[src/rtl/mem_state_dump.sv]
// -----------------------------------------------------------------------------
// mem_state_dump
//
// In-silicon reader of RISC-V architectural state. On a start request it asks
// the core to freeze, then walks the register file, the data memory and
// finally the PC through read-only ports, and streams every word out over a
// valid/ready interface tagged with its source and index. Used for post-run
// state checking on FPGA, where no simulator backdoor exists.
//
// Ports:
//   clk        in   rising-edge clock
//   rst        in   synchronous reset, active low (0 = reset)
//   start      in   dump request, only looked at while idle
//   halt_req   out  freeze request to the core (HALT through OUT)
//   halt_ack   in   core reports it is frozen (only looked at in HALT)
//   rf_raddr   out  register file read address (0 unless reading RF)
//   rf_rdata   in   register file read data, one cycle after rf_raddr
//   dm_raddr   out  data memory word address (0 unless reading DM)
//   dm_rdata   in   data memory read data, one cycle after dm_raddr
//   pc_in      in   current PC value
//   out_valid  out  stream word valid
//   out_ready  in   stream consumer ready
//   out_data   out  dumped word
//   out_src    out  word source: 0 = RF, 1 = DM, 2 = PC
//   out_idx    out  word index within its source (0 for the PC)
//   busy       out  high whenever the engine is not idle
//   done       out  single-cycle pulse when the dump has completed
// -----------------------------------------------------------------------------
module mem_state_dump #(
    parameter int XLEN      = 32,
    parameter int RF_WORDS  = 32,
    parameter int DM_WORDS  = 1024,
    parameter int DM_ADDR_W = 10
) (
    input  logic                 clk,
    input  logic                 rst,
    input  logic                 start,
    output logic                 halt_req,
    input  logic                 halt_ack,
    output logic [4:0]           rf_raddr,
    input  logic [XLEN-1:0]      rf_rdata,
    output logic [DM_ADDR_W-1:0] dm_raddr,
    input  logic [XLEN-1:0]      dm_rdata,
    input  logic [XLEN-1:0]      pc_in,
    output logic                 out_valid,
    input  logic                 out_ready,
    output logic [XLEN-1:0]      out_data,
    output logic [1:0]           out_src,
    output logic [DM_ADDR_W-1:0] out_idx,
    output logic                 busy,
    output logic                 done
);

    // The index must cover both the 5-bit RF range and the DM address range.
    localparam int IDX_W = (DM_ADDR_W > 5) ? DM_ADDR_W : 5;

    localparam logic [IDX_W-1:0] RF_LAST = IDX_W'(RF_WORDS - 1);
    localparam logic [IDX_W-1:0] DM_LAST = IDX_W'(DM_WORDS - 1);
    localparam logic [IDX_W-1:0] IDX_ONE = IDX_W'(1);

    localparam logic [2:0] S_IDLE = 3'd0;
    localparam logic [2:0] S_HALT = 3'd1;
    localparam logic [2:0] S_RD   = 3'd2;
    localparam logic [2:0] S_CAP  = 3'd3;
    localparam logic [2:0] S_OUT  = 3'd4;
    localparam logic [2:0] S_FIN  = 3'd5;

    localparam logic [1:0] SRC_RF = 2'd0;
    localparam logic [1:0] SRC_DM = 2'd1;
    localparam logic [1:0] SRC_PC = 2'd2;

    logic [2:0]      state;
    logic [IDX_W-1:0] idx;
    logic [1:0]      src;
    // Set after the first HALT cycle. halt_ack is only trusted once halt_req
    // has been visible to the core for a full cycle, so an ack level left
    // high from an earlier freeze is not mistaken for a fresh one.
    logic            halt_seen;

    logic            last_word;
    logic [XLEN-1:0] cap_word;

    // Read addresses come straight from the walk registers; the unused port
    // is parked at 0 so the other memory sees no address activity.
    assign rf_raddr = (src == SRC_RF) ? idx[4:0] : 5'd0;
    assign dm_raddr = (src == SRC_DM) ? idx[DM_ADDR_W-1:0] : '0;

    assign halt_req  = (state == S_HALT) || (state == S_RD) ||
                       (state == S_CAP)  || (state == S_OUT);
    assign busy      = (state != S_IDLE);
    assign out_valid = (state == S_OUT);
    assign done      = (state == S_FIN);

    always_comb begin
        last_word = 1'b0;
        cap_word  = '0;
        case (src)
            SRC_RF: begin
                last_word = (idx == RF_LAST);
                cap_word  = rf_rdata;
            end
            SRC_DM: begin
                last_word = (idx == DM_LAST);
                cap_word  = dm_rdata;
            end
            SRC_PC: begin
                last_word = 1'b1;
                cap_word  = pc_in;
            end
            default: begin
                last_word = 1'b1;
                cap_word  = '0;
            end
        endcase
    end

    always_ff @(posedge clk) begin
        if (!rst) begin
            state     <= S_IDLE;
            idx       <= '0;
            src       <= SRC_RF;
            halt_seen <= 1'b0;
            out_data  <= '0;
            out_src   <= SRC_RF;
            out_idx   <= '0;
        end else begin
            case (state)
                S_IDLE: begin
                    halt_seen <= 1'b0;
                    if (start) begin
                        state <= S_HALT;
                        idx   <= '0;
                        src   <= SRC_RF;
                    end
                end

                S_HALT: begin
                    halt_seen <= 1'b1;
                    if (halt_seen && halt_ack) begin
                        state <= S_RD;
                    end
                end

                // Address is already on the read port; memories answer next cycle.
                S_RD: begin
                    state <= S_CAP;
                end

                S_CAP: begin
                    out_data <= cap_word;
                    out_src  <= src;
                    out_idx  <= idx[DM_ADDR_W-1:0];
                    state    <= S_OUT;
                end

                // Output registers only change in CAP, so they hold through stalls.
                S_OUT: begin
                    if (out_ready) begin
                        if (src == SRC_PC) begin
                            state <= S_FIN;
                        end else begin
                            state <= S_RD;
                            if (last_word) begin
                                src <= (src == SRC_RF) ? SRC_DM : SRC_PC;
                                idx <= '0;
                            end else begin
                                idx <= idx + IDX_ONE;
                            end
                        end
                    end
                end

                S_FIN: begin
                    state <= S_IDLE;
                end

                default: begin
                    state <= S_IDLE;
                end
            endcase
        end
    end

endmodule

[config.mk]
export PLATFORM = sky130hd
export DESIGN_NAME = mem_state_dump
export DESIGN_NICKNAME = d
export VERILOG_FILES = /design/src/rtl/mem_state_dump.sv
export SDC_FILE = /design/constraint.sdc
export NUM_CORES = 1
export LEC_CHECK = 0
export ABC_AREA = 1
export CAP_MARGIN = 20
export CORE_MARGIN = 2
export CORE_UTILIZATION = 55
export CTS_CLUSTER_DIAMETER = 120
export CTS_CLUSTER_SIZE = 28
export DETAILED_ROUTE_END_ITERATION = 12
export DONT_BUFFER_PORTS = 1
export PLACE_DENSITY = 0.7
export SETUP_SLACK_MARGIN = 0.2
export SLEW_MARGIN = 20
export SYNTH_ARGS = -nofsm -noshare
export SYNTH_HDL_FRONTEND = slang
export SYNTH_SLANG_ARGS = --single-unit
[constraint.sdc]
create_clock -name clk -period 2.2 [get_ports clk]
set_clock_uncertainty 0.2 [all_clocks]
set_input_delay 0.66 -clock clk [delete_from_list [all_inputs] [get_ports clk]]
set_output_delay 0.66 -clock clk [all_outputs]
set_load 0.05 [all_outputs]
==> metrics <==
via/cell ratio=around 5.4; pwr/cell area=about 1200 nW/µm²; met3 GRT Util=0.0705; Die ar.=roughly 6300 µm²; routing usage on met2=0.440; failing checks=setup timing; clk sinks=60; Tot Pwr=about 4.8 mW; largest net degree at the start of global routing=55; HP Class=in -> reg; antenna viol nets, final=0; Synth Area per Inst=between 6 and 7 µm²; Tot GR Track Use=0.254; f_max=between 0.4 and 0.5 GHz; TritonCTS Buffers=9; fin worst setup slack=-0.0794 ns; final setup fails=6; Hold WS=0.242 ns; Worst Tran Pin Value=between 0.5 and 0.6 ns; slowest stage delay, CP=~0.34 ns; CTS H-tree lvls=3; WL/cell=approximately 14 µm; Period minus WS final=around 2.3 ns; post-synthesis mux area share=0; DRC=0; # rows=27; Slowest-stage cell, CP=dfxtp_2; Iter 0 DRT Violations=roughly 140; # fillers=roughly 480; # IOs=164; GR peak layer=met2; Synth Area in Compound Gates=0.106; DP Area=3430 µm²; Final Hold Fails=0; Critical Path Sink Type=output port; worst rel slew slack=0.612; TritonCTS clock tree=built; critical-path cell list=inv_2 > nor2_4 > clkinvlp_4 > nor2_4 > buf_6; Hold Path Cell Cnt=2; cell family with most CP delay=buffers and inverters; number of global-route vias before repair=2,721; Finished Cell Area=~4000 µm²; CP startpoint kind=flip-flop; Synth-to-Final Area Change=26.2%; CTS Buffer Depth=2; Worst Reg2Reg Path Length in Cells=12; via count=3,186; XOR/XNOR Fraction of Synth Area=0.00282; Crit path buffers/inverters=3; chip width=roughly 79 µm; Tcrit/Tclk final=1.04; met1 Resource Use GR=0.298; ANT cells=0; sequential share of the synthesized area=0.386; DR pass1 iterations=4; clock-pin slew on the worst setup and hold paths=roughly 0.060 ns; maxcap violations=0; CP Max Fanout=5; Clock Tree Root=clkbuf_8; Skew-Pair Late Insertion Delay=about 0.32 ns; largest family of logic cells by synthesized area=simple AND/OR/NAND/NOR gates; ratio of cells with drive above 1 in the final layout=0.190; unrepaired setup endpoints after global routing=true; syn_nets=600; post-synthesis register bit count=60; Synthesis Warnings=0; Netlist cell types=23; setup_tns=-0.334 ns; nets=around 620; worst vdd ir=0.742 mV; chip height=approximately 79 µm; initial core utilization=0.568; Routed Wire Length=8370 µm; initial antenna violation count=0; GPL Wtd Cong=~0.84; P_leak=approximately 1.6 nW; crit path kind=reg -> out; critical path's most frequent cell=nor2_4; gr ovfl total=0; Synth Area in Simple Gates=0.401; Port Buffers=0; Layout Cells excl Fill=between 500 and 600; Detail Placement HPWL=5560 µm; placed cell count=approximately 560; Gate Count Post-Synth=roughly 490; CTS Hold Bufs=0; critical path arrival=between 1 and 1.5 ns; Netlist Area Pre-Place=3110 µm²; first-pass GRT wire length=roughly 13,000 µm; Adder-Cell Fraction of Synth Area=0.0242; CP Depth=5; area of the core=5470 µm²; outcome=complete, but fails checks; max-slew violations=0; Critical Path RT=around 1.3 ns
## state kept, by name (all words and copies together) (netlist names)
name and count:
idx 10, src 2, out_data 32, state 3, out_idx 10, halt_seen 1
out_src 2
## Yosys cell counts
cell type / number / share of area
a211oi_1: 2 / 0.0048
a21oi_1: 49 / 0.079
buf_2: 15 / 0.024
buf_6: 2 / 0.0072
clkbuf_1: 8 / 0.0097
clkbuf_2: 1 / 0.0016
dfxtp_1: 60 / 0.39
ha_1: 6 / 0.024
inv_1: 28 / 0.034
inv_2: 2 / 0.0024
nand2_1: 204 / 0.25
nand2_2: 1 / 0.0020
nand2_4: 1 / 0.0036
nand3_1: 46 / 0.074
nand3b_2: 1 / 0.0036
nand4_1: 2 / 0.0040
nor2_1: 41 / 0.050
nor2_2: 4 / 0.0081
nor2_4: 1 / 0.0036
nor3_1: 4 / 0.0064
o21ai_0: 13 / 0.021
o21ai_1: 1 / 0.0016
xor2_1: 1 / 0.0028
## metal layers
metal  wire length (µm)  up-vias
li1                   -     1610
met1               3400     1441
met2               4200      124
met3                669       11
met4                104        0
met5                  0        -
## cells by family after synthesis
| family | Yosys count |
|---|---|
| flops | 60 |
| simple gates | 305 |
| compound gates | 65 |
| fa+ha+maj | 6 |
| buf+inv | 56 |
| xor+xnor | 1 |
## metrics by stage
step	worst slack, ns	utilization
floorplan	-0.0305	-
global placement	0.116	0.626
detailed placement	0.0982	0.626
CTS	-0.0477	0.697
global route	-0.134	0.717
finish	-0.0794	0.717
## cell usage in the layout, fill, tap and decap left out, types with 3 or more instances in the layout
| master | n |
|---|---|
| o21ai_0 | 13 |
| nand2_1 | 200 |
| a21oi_1 | 49 |
| nor2_1 | 30 |
| ha_2 | 5 |
| buf_12 | 9 |
| nor3_1 | 3 |
| dfxtp_4 | 3 |
| inv_1 | 21 |
| nand2_4 | 5 |
| inv_4 | 3 |
| buf_4 | 21 |
| inv_2 | 3 |
| nor2_4 | 15 |
| nand3_1 | 44 |
| clkinv_2 | 3 |
| dfxtp_1 | 55 |
| clkbuf_8 | 10 |
| buf_6 | 5 |
| buf_8 | 4 |
## layout make-up
| type | count | area, µm² | area share |
|---|---|---|---|
| Clock buffer | 10 | 138 | 0.0351 |
| Sequential cell | 60 | 1210 | 0.310 |
| Clock inverter | 5 | 52.6 | 0.0134 |
| Multi-Input combinational cell | 377 | 1840 | 0.468 |
| Tap cell | 72 | 90.1 | 0.0230 |
| Timing Repair Buffer | 39 | 454 | 0.116 |
| Inverter | 30 | 136 | 0.0348 |
## repair_timing
| action | 4_1_cts | 5_1_grt |
|---|---|---|
| buffers inserted | 8 | 6 |
| pin swaps | 6 | 3 |
| endpoints found under the hold margin | 0 | 0 |
| gates resized for setup | 47 | 16 |
| endpoints found under the setup margin | 26 | 28 |
## power by group
part	switching, mW	total, mW	internal, mW
registers	0.429	1.67	1.24
logic	1.41	2.18	0.772
clock network	0.418	0.959	0.541
total	2.26	4.81	2.56
## final timing paths
kind                            start                 endpoint  slack, ns
hold reg to reg   idx[8]$_SDFFE_PN0P_  out_idx[8]$_SDFFE_PN0N_       0.33
setup / recovery  src[0]$_SDFFE_PN0P_              dm_raddr[0]      -0.08
hold / removal                    rst      src[0]$_SDFFE_PN0P_       0.24
setup reg to reg  src[0]$_SDFFE_PN0P_      idx[1]$_SDFFE_PN0P_       0.31
(Power assumes the default switching activity.)
